**config.mk**
```make
export PLATFORM = sky130hd
export DESIGN_NAME = mc_control_unit
export DESIGN_NICKNAME = d
export VERILOG_FILES = /design/src/rtl/mc_control_unit_pkg.sv /design/src/rtl/mc_control_unit_alu_decoder.sv /design/src/rtl/mc_control_unit.sv
export SDC_FILE = /design/constraint.sdc
export NUM_CORES = 1
export LEC_CHECK = 0
export CAP_MARGIN = 25
export CORE_ASPECT_RATIO = 1.1
export CORE_MARGIN = 1.5
export CORE_UTILIZATION = 39
export DETAILED_ROUTE_END_ITERATION = 16
export MAX_ROUTING_LAYER = met4
export PLACE_DENSITY = 0.78
export SLEW_MARGIN = 25
export SYNTH_ARGS = -nofsm -noshare
export SYNTH_HDL_FRONTEND = slang
export SYNTH_SLANG_ARGS = --single-unit
```
**constraint.sdc**
```tcl
create_clock -name clk -period 2 [get_ports clk]
set_input_delay 0.2 -clock clk [delete_from_list [all_inputs] [get_ports clk]]
set_output_delay 0.2 -clock clk [all_outputs]
set_load 0.005 [all_outputs]
```
**src/rtl/mc_control_unit_pkg.sv**
```systemverilog
// Purpose: shared encodings for the multicycle control unit (states, ALU codes, mux selects, opcodes).
// Latency: n/a (types, constants and pure combinational helpers only).
// Backpressure: n/a. MC_JAL_EN adds the JAL state and makes opcode 1101111 legal.
package mc_control_unit_pkg;

    typedef enum logic [3:0] {
        S_FETCH    = 4'd0,
        S_DECODE   = 4'd1,
        S_MEMADR   = 4'd2,
        S_MEMREAD  = 4'd3,
        S_MEMWB    = 4'd4,
        S_MEMWRITE = 4'd5,
        S_EXECR    = 4'd6,
        S_EXECI    = 4'd7,
        S_ALUWB    = 4'd8,
        S_BRANCH   = 4'd9
`ifdef MC_JAL_EN
        ,
        S_JAL      = 4'd10
`endif
    } state_t;

    // ALU operation class handed to the ALU decoder
    localparam logic [1:0] ALUOP_ADD   = 2'b00;
    localparam logic [1:0] ALUOP_SUB   = 2'b01;
    localparam logic [1:0] ALUOP_FUNCT = 2'b10;

    // ALUControl codes
    localparam logic [2:0] ALU_ADD = 3'b000;
    localparam logic [2:0] ALU_SLL = 3'b001;
    localparam logic [2:0] ALU_SUB = 3'b010;
    localparam logic [2:0] ALU_XOR = 3'b100;
    localparam logic [2:0] ALU_SRL = 3'b101;
    localparam logic [2:0] ALU_OR  = 3'b110;
    localparam logic [2:0] ALU_AND = 3'b111;

    // Datapath mux selects
    localparam logic [1:0] SRCA_PC    = 2'b00;
    localparam logic [1:0] SRCA_OLDPC = 2'b01;
    localparam logic [1:0] SRCA_A     = 2'b10;
    localparam logic [1:0] SRCB_B     = 2'b00;
    localparam logic [1:0] SRCB_IMM   = 2'b01;
    localparam logic [1:0] SRCB_FOUR  = 2'b10;
    localparam logic [1:0] RES_ALUOUT = 2'b00;
    localparam logic [1:0] RES_DATA   = 2'b01;
    localparam logic [1:0] RES_ALURES = 2'b10;
    localparam logic       ADR_PC     = 1'b0;
    localparam logic       ADR_RESULT = 1'b1;
    localparam logic [1:0] IMM_I      = 2'b00;
    localparam logic [1:0] IMM_S      = 2'b01;
    localparam logic [1:0] IMM_B      = 2'b10;
    localparam logic [1:0] IMM_J      = 2'b11;

    // Opcodes
    localparam logic [6:0] OP_LOAD   = 7'b0000011;
    localparam logic [6:0] OP_STORE  = 7'b0100011;
    localparam logic [6:0] OP_RTYPE  = 7'b0110011;
    localparam logic [6:0] OP_ITYPE  = 7'b0010011;
    localparam logic [6:0] OP_BRANCH = 7'b1100011;
    localparam logic [6:0] OP_JAL    = 7'b1101111;

    // Opcodes the DECODE state can dispatch; anything else is flagged illegal
    function automatic logic opcode_supported(input logic [6:0] op);
        case (op)
            OP_LOAD, OP_STORE, OP_RTYPE, OP_ITYPE, OP_BRANCH: return 1'b1;
`ifdef MC_JAL_EN
            OP_JAL:                                           return 1'b1;
`endif
            default:                                          return 1'b0;
        endcase
    endfunction

    // Immediate format is a pure function of the opcode
    function automatic logic [1:0] imm_src(input logic [6:0] op);
        case (op)
            OP_STORE:  return IMM_S;
            OP_BRANCH: return IMM_B;
            OP_JAL:    return IMM_J;
            default:   return IMM_I;
        endcase
    endfunction

    // funct3 010/011 (slt/sltu) have no ALU code and are rejected in EXEC
    function automatic logic funct3_reserved(input logic [2:0] f3);
        return f3[2:1] == 2'b01;
    endfunction

endpackage

```
**src/rtl/mc_control_unit_alu_decoder.sv**
```systemverilog
// Purpose: maps ALU operation class plus funct3/funct7b5 to the ALUControl code.
// Latency: purely combinational.
// Backpressure: none; caller gates funct7b5 so only R-type can select sub.
module alu_decoder
    import mc_control_unit_pkg::*;
(
    input  logic [1:0] aluop,
    input  logic [2:0] funct3,
    input  logic       funct7b5,
    output logic [2:0] alu_control
);

    // Fixed add/sub for address and branch work, funct3 table for ALU instructions
    always_comb begin
        alu_control = ALU_ADD;
        case (aluop)
            ALUOP_SUB: alu_control = ALU_SUB;
            ALUOP_FUNCT: begin
                case (funct3)
                    3'b000:  alu_control = funct7b5 ? ALU_SUB : ALU_ADD;
                    3'b001:  alu_control = ALU_SLL;
                    3'b100:  alu_control = ALU_XOR;
                    3'b101:  alu_control = ALU_SRL;
                    3'b110:  alu_control = ALU_OR;
                    3'b111:  alu_control = ALU_AND;
                    default: alu_control = ALU_ADD;
                endcase
            end
            default: alu_control = ALU_ADD;
        endcase
    end

endmodule

```
**src/rtl/mc_control_unit.sv**
```systemverilog
// Purpose: multicycle RISC-V control FSM (Moore; PCWrite/IRWrite also follow mem_ready/ZF/SF). Macro MC_JAL_EN enables jal.
// Latency: 4 cycles for ALU ops and branches' 3, loads 5, stores 4, plus one per mem_ready-low cycle.
// Backpressure: mem_ready low holds FETCH, MEMREAD and MEMWRITE; all outputs are 0 while rst_n is low.
module mc_control_unit
    import mc_control_unit_pkg::*;
(
    input  logic       clk,
    input  logic       rst_n,
    input  logic [6:0] opcode,
    input  logic [2:0] funct3,
    input  logic       funct7b5,
    input  logic       ZF,
    input  logic       SF,
    input  logic       mem_ready,
    output logic       PCWrite,
    output logic       IRWrite,
    output logic       RegWrite,
    output logic       MemWrite,
    output logic       AdrSrc,
    output logic [1:0] ALUSrcA,
    output logic [1:0] ALUSrcB,
    output logic [1:0] ResultSrc,
    output logic [1:0] ImmSrc,
    output logic [2:0] ALUControl,
    output logic       illegal_op
);

    state_t     state;
    state_t     state_nxt;
    logic [1:0] aluop;
    logic       rtype_f7b5;
    logic       branch_taken;

    // Only R-type may turn funct3 000 into sub; I-type addi keeps bit 30 as immediate
    assign rtype_f7b5 = funct7b5 && (opcode == OP_RTYPE);

    always_comb begin
        case (funct3)
            3'b000:  branch_taken = ZF;
            3'b001:  branch_taken = !ZF;
            3'b100:  branch_taken = SF;
            default: branch_taken = 1'b0;
        endcase
    end

    alu_decoder u_alu_decoder (
        .aluop       (aluop),
        .funct3      (funct3),
        .funct7b5    (rtype_f7b5),
        .alu_control (ALUControl)
    );

    // State register; reset parks the FSM in FETCH
    always_ff @(posedge clk or negedge rst_n) begin
        if (!rst_n) state <= S_FETCH;
        else        state <= state_nxt;
    end

    // Next-state sequencing
    always_comb begin
        state_nxt = S_FETCH;
        case (state)
            S_FETCH:    state_nxt = mem_ready ? S_DECODE : S_FETCH;
            S_DECODE: begin
                case (opcode)
                    OP_LOAD, OP_STORE: state_nxt = S_MEMADR;
                    OP_RTYPE:          state_nxt = S_EXECR;
                    OP_ITYPE:          state_nxt = S_EXECI;
                    OP_BRANCH:         state_nxt = S_BRANCH;
`ifdef MC_JAL_EN
                    OP_JAL:            state_nxt = S_JAL;
`endif
                    default:           state_nxt = S_FETCH;
                endcase
            end
            S_MEMADR:   state_nxt = (opcode == OP_LOAD) ? S_MEMREAD : S_MEMWRITE;
            S_MEMREAD:  state_nxt = mem_ready ? S_MEMWB : S_MEMREAD;
            S_MEMWB:    state_nxt = S_FETCH;
            S_MEMWRITE: state_nxt = mem_ready ? S_FETCH : S_MEMWRITE;
            S_EXECR,
            S_EXECI:    state_nxt = funct3_reserved(funct3) ? S_FETCH : S_ALUWB;
            S_ALUWB:    state_nxt = S_FETCH;
            S_BRANCH:   state_nxt = S_FETCH;
`ifdef MC_JAL_EN
            S_JAL:      state_nxt = S_ALUWB;
`endif
            default:    state_nxt = S_FETCH;
        endcase
    end

    // Per-state datapath controls; everything held at 0 while in reset
    always_comb begin
        PCWrite    = 1'b0;
        IRWrite    = 1'b0;
        RegWrite   = 1'b0;
        MemWrite   = 1'b0;
        AdrSrc     = ADR_PC;
        ALUSrcA    = SRCA_PC;
        ALUSrcB    = SRCB_B;
        ResultSrc  = RES_ALUOUT;
        ImmSrc     = IMM_I;
        aluop      = ALUOP_ADD;
        illegal_op = 1'b0;
        if (rst_n) begin
            ImmSrc = imm_src(opcode);
            case (state)
                S_FETCH: begin
                    AdrSrc    = ADR_PC;
                    ALUSrcA   = SRCA_PC;
                    ALUSrcB   = SRCB_FOUR;
                    ResultSrc = RES_ALURES;
                    IRWrite   = mem_ready;
                    PCWrite   = mem_ready;
                end
                S_DECODE: begin
                    ALUSrcA    = SRCA_OLDPC;
                    ALUSrcB    = SRCB_IMM;
                    illegal_op = !opcode_supported(opcode);
                end
                S_MEMADR: begin
                    ALUSrcA = SRCA_A;
                    ALUSrcB = SRCB_IMM;
                end
                S_MEMREAD: begin
                    AdrSrc    = ADR_RESULT;
                    ResultSrc = RES_ALUOUT;
                end
                S_MEMWB: begin
                    ResultSrc = RES_DATA;
                    RegWrite  = 1'b1;
                end
                S_MEMWRITE: begin
                    AdrSrc    = ADR_RESULT;
                    ResultSrc = RES_ALUOUT;
                    MemWrite  = 1'b1;
                end
                S_EXECR: begin
                    ALUSrcA    = SRCA_A;
                    ALUSrcB    = SRCB_B;
                    aluop      = ALUOP_FUNCT;
                    illegal_op = funct3_reserved(funct3);
                end
                S_EXECI: begin
                    ALUSrcA    = SRCA_A;
                    ALUSrcB    = SRCB_IMM;
                    aluop      = ALUOP_FUNCT;
                    illegal_op = funct3_reserved(funct3);
                end
                S_ALUWB: begin
                    ResultSrc = RES_ALUOUT;
                    RegWrite  = 1'b1;
                end
                S_BRANCH: begin
                    ALUSrcA   = SRCA_A;
                    ALUSrcB   = SRCB_B;
                    aluop     = ALUOP_SUB;
                    ResultSrc = RES_ALUOUT;
                    PCWrite   = branch_taken;
                end
`ifdef MC_JAL_EN
                S_JAL: begin
                    ALUSrcA   = SRCA_OLDPC;
                    ALUSrcB   = SRCB_FOUR;
                    ResultSrc = RES_ALUOUT;
                    PCWrite   = 1'b1;
                end
`endif
                default: begin
                    PCWrite = 1'b0;
                end
            endcase
        end
    end

endmodule

```
# Word-level counts from Yosys, hierarchy flattened
# Cells that the tools add are included.
dict set report word_totals {
  register_bits 4
  in_bits 16
  output_inout_bits 17
  word_cells 72
}
dict set report classes {
  n_eq_ne 23
  mux 36
  n_reduce_logical 12
}
# op count
set op_table {}
lappend op_table {{$pmux 4 s6} 1}
lappend op_table {{$pmux 3 s6} 1}
lappend op_table {{$eq 4x3->1 const B} 4}
lappend op_table {{$pmux 2 s2} 4}
lappend op_table {{$pmux 4 s4} 1}
lappend op_table {{$eq 7x6->1 const B} 2}
lappend op_table {{$eq 7x7->1 const B} 2}
lappend op_table {{$mux 1} 14}
lappend op_table {{$eq 3x3->1 const B} 4}
lappend op_table {{$mux 2} 6}
lappend op_table {{$mux 3} 3}
lappend op_table {{$eq 4x2->1 const B} 2}
lappend op_table {{$eq 4x4->1 const B} 2}
lappend op_table {{$reduce_or 2->1} 4}
lappend op_table {{$eq 7x2->1 const B} 1}
lappend op_table {{$eq 7x5->1 const B} 1}
lappend op_table {{$pmux 2 s3} 1}
lappend op_table {{$pmux 3 s2} 1}
lappend op_table {{$reduce_or 5->1} 1}
lappend op_table {{$eq 2x1->1 const B} 2}
lappend op_table {{$eq 4x1->1 const B} 1}
lappend op_table {{$logic_not 4->1} 1}
lappend op_table {{$mux 4} 1}
lappend op_table {{$pmux 1 s2} 2}
lappend op_table {{other kinds (8)} 9}

# Logic depth before layout (Yosys ltp)
dict set report depth {
  ltp_word 8
  depth_mapped 7
  mapped_depth_nobuf 6
}

# By module
# A second synthesis with hierarchy kept.
dict set report hier_totals {
  cells_unflattened 93
  hier_area_um2 663.1
}
# module instances cells_each area_each_um2 seq_area_each_um2
set by_module_without_submodules {}
lappend by_module_without_submodules {mc_control_unit 1 81 580.6 100.1}
lappend by_module_without_submodules {alu_decoder 1 12 82.6 0.0}

# Least setup slack after synthesis
# No wires, ideal clock.
dict set report synth_path {
  kind {reg2out}
  start {register state[1]}
  end {output port ALUControl[1]}
  t_arrival_ps 1503
  required_time_ps 1800
  setup_slack_ps 297
  stages_incl_launch_ff 8
  path_buffers 1
  cell_sequence {dfrtp_1 buf_2 nor2b_1 nand3_1 inv_1 ha_1 nand3b_1 o22ai_1}
}
dict set report synth_between {
  elab_chain_cells 6
  elab_cells_between_ends 9
  cone_classes {eq/ne: 5; mux: 3; reduce/logical: 1}
}
# element line_no
set synth_rtl {}
lappend synth_rtl {{from (decl)} mc_control_unit.sv:28} ;# state_t state;
lappend synth_rtl {{from (signal assigned)} mc_control_unit.sv:56} ;# else state <= state_nxt;
lappend synth_rtl {{$eq 4x3->1} mc_control_unit.sv:106} ;# case (state)
lappend synth_rtl {{$reduce_or 2->1 (no line)} n/a}
lappend synth_rtl {{$pmux 2 s2 (*)} mc_control_unit.sv:106}
lappend synth_rtl {{$mux 2 (*)} mc_control_unit.sv:104} ;# if (rst_n) begin
lappend synth_rtl {{$eq 2x2->1 / $eq 2x1->1 (equally long branches)} mc_control_unit_alu_decoder.sv:16} ;# case (aluop)
lappend synth_rtl {{$pmux 3 s2 (*)} mc_control_unit_alu_decoder.sv:16}
lappend synth_rtl {{to (decl)} mc_control_unit.sv:24} ;# output logic [2:0] ALUControl,
# Mark *: on every way between the ends. The rest lies on a longest branch, timed or not.

# Final worst setup path
dict set report layout_path {
  start {register state[2]}
  end {output port ALUControl[1]}
}
# The elaborated chain is that of the path after synthesis.

==> impl_metrics.py <==
metrics = {
    "outcome": {
        "status": "completed",
    },
    "clock_tree": {
        "cts_tree": "done",
        "h-tree-depth": 1,
        "cts_sinks": 4,
        "clk_latency_ps": 230,
        "cts_made_buffers": 3,
        "cts_root_buffer": "clkbuf_4",
        "clk_pin_slew_ps": 40,
        "cts_max_path_buffers": 2,
    },
    "power_and_ir_drop": {
        "p_leak_nw": 0.556,
        "p_per_area_nw_per_um2": 288,
        "switchingPower_mw": 0.0988,
        "p_seq_share_pct": 24.8,
        "p_comb_share_pct": 46.9,
        "peakVddDrop_mv": 0.361,
        "p_int_mw": 0.249,
        "clockPowerShare_pct": 28.3,
        "swShare_pct": 28.4,
    },
    "detailed_routing": {
        "vias_per_cell": 5.59,
        "initialDrtViolationCount": 23,
        "wirelength_um": 2270,
        "vias": 884,
        "ant_nets": 0,
        "drc": 0,
        "wl_per_cell_um": 14.3,
        "first_pass_iters": 4,
    },
    "sta": {
        "slew_headroom_pct": 74.6,
        "timing_hold_violations_final": 0,
        "max_freq_ghz": 0.500,
        "period_share_pct": 99.9,
        "rsz0062_at_grt": "yes",
        "period_minus_slack_ps": 2000,
        "timing.final.setup_violations": 0,
        "report.final.slew_viol_count": 0,
        "fin_skew_ps": 6.28,
        "worstMarginPinSlew_ps": 375,
    },
    "synth": {
        "synth_edf_count": 0,
        "synth_flop_cell": "dfrtp_1",
        "yosysUniqueCellTypes": 41,
        "ys_ff_latch": 4,
        "syn-cell-area_um2": 661,
        "synth_fp_nets": 107,
        "syn_avg_cell_area_um2": 7.42,
        "seq_area_frac_synth_pct": 15.2,
        "yosysWarnings": 0,
        "ys_async_sr_fraction_pct": 100,
        "syn_inst": 89,
    },
    "cells_and_area": {
        "nFillCells": 121,
        "nets": 161,
        "fin_area_um2": 1210,
        "layout-drive-gt1-share_pct": 27.0,
        "final_common_cell": "clkdlybuf4s50_1",
        "top_register": "state",
        "reg_top3": "state x4",
        "syn_to_final_growth_pct": 82.6,
        "antenna_cells": 0,
        "final_cell_mix": "25 x clkdlybuf4s50_1, 20 x buf_4, 6 x inv_1",
        "fin_util_pct": 76.5,
        "largest_reg_flops": 4,
    },
    "critical_path": {
        "endpoint_kind": "output pin",
        "cp_slowest_cell": "dfrtp_1",
        "crit_chain": "and4bb_1 > nand2_1 > buf_4 > inv_1 > ha_1 > inv_1 > o22ai_1 > buf_2",
        "crit_path_frequent_cell": "inv_1",
        "slowest_delay_ps": 380,
        "arrival_ps": 1800,
        "worstPathRequired_ps": 1800,
        "startpoint_type": "register",
        "crit_type": "reg2out",
        "crit_path_max_fanout": 2,
    },
    "floorplanning": {
        "die_width_um": 42.2,
        "die_h_um": 46.2,
        "std_cell_rows": 15,
        "coreArea_um2": 1580,
        "start_util_pct": 41.9,
        "io-pin-count": 33,
        "dieArea_um2": 1950,
    },
    "grt": {
        "grt_usage_pct": 23.0,
        "grt_pass1_vias": 813,
        "grt_pass1_wl_um": 3340,
        "antenna_found_initial": 0,
        "grt_max_degree": 14,
        "gr-total-overflow": 0,
    },
    "placement": {
        "post-dp-hpwl_um": 1650,
        "port_buffers": 32,
        "place.gp.congestion": 0.921,
        "dpl-instance-area_um2": 1110,
    },
    "worst_hold_path": {
        "hp-class": "in2async",
    },
    "flow_run": {
        "drv_cap": 0,
    },
}
## kinds of logic after synthesis
logic type	after synthesis	share of synthesized area [%]
buf+inv	12	7.39
simple gates	51	50.9
fa+ha+maj	2	3.79
mux	1	1.70
compound gates	15	15.7
xor+xnor	4	5.30
flops	4	15.2
## path summary, 6_finish.rpt
| path | start | endpoint | slack (ps) | cells past startpoint |
|---|---|---|---|---|
| setup / recovery | state[2] | ALUControl[1] | 1 | 8 |
| hold / removal | rst_n | state[0] | 90 | 2 |
| setup reg to reg | state[0] | state[1] | 390 | 4 |
| hold reg to reg | state[3] | state[0] | 700 | 2 |
| max in group asynchronous | rst_n | state[1] | 1800 | 2 |
| min in group clk | state[3] | state[0] | 700 | 2 |
## routing by layer
layer	up-vias	track usage (%)	wire, µm	share of wire, %
li1	432	-	-	-
met1	407	25.8	927	41
met2	37	40.6	1190	52
met3	8	3.53	101	4.5
met4	0	10.6	52	2.3
met5	-	-	0	0
## repair_timing
action,CTS,global route
endpoints found under the hold margin,0,0
cloned,0,0
hold buffers,0,0
resized for setup,16,7
endpoints found under the setup margin,7,7
buffers inserted,1,3
pin swaps,5,4
## worst max-delay path: cells and delay by family (launching register included)
family                   cells  cell delay [ps]
adder cells (fa/ha/maj)      1              160
AO/OA/AOI/OAI                1              180
AND/OR/NAND/NOR              2              430
buffers and inverters        4              430
flip-flops                   1              380
## metrics by stage
stage	power, mW	cells	hold WS (ps)	worst slack, ps	setup TNS (ps)
2_1_floorplan	0.144	89	-95.6	297	0
3_3_place_gp	0.232	151	593	-156	-307
3_5_place_dp	0.235	151	600	-218	-415
4_1_cts	0.342	155	77.8	-50.6	-50.6
5_1_grt	0.370	158	95.9	-76.1	-76.1
6_report	0.347	158	87.8	1.10	0
## power groups by stage
stage	logic [mW]	registers (mW)	clock network [mW]
final	0.163	0.0860	0.0985
after global routing	0.175	0.0863	0.109
after CTS	0.154	0.0860	0.103
after detailed placement	0.148	0.0868	0
after global placement	0.145	0.0865	0
after floorplan	0.0562	0.0876	0
## area by class of cell
class	instances	area [µm²]	share of cell area, %
inverters	7	26.3	2.18
flip-flops and latches	4	100	8.30
repair buffers	54	480	39.8
well taps	17	21.3	1.76
clock buffers	3	22.5	1.87
multi-input cells	73	556	46.1
## cells in the mapped netlist, types with 2 or more instances
library cell	number	share of area (%)
inv_1	6	3.4
nor2b_1	6	5.7
nand2_1	5	2.8
nor2_1	5	2.8
dfrtp_1	4	15
nand3_1	4	3.0
nand3b_1	4	4.5
nand4_1	4	3.8
a21oi_1	3	2.3
and3_1	3	2.8
buf_2	3	2.3
nand2b_1	3	2.8
nor3b_1	3	3.4
and2_1	2	1.9
and3b_1	2	2.7
clkbuf_1	2	1.1
ha_1	2	3.8
nor3_1	2	1.5
o31ai_1	2	2.3
xnor2_1	2	2.7
xor2_1	2	2.7
No activity file was read; power rests on OpenSTA's default activity.
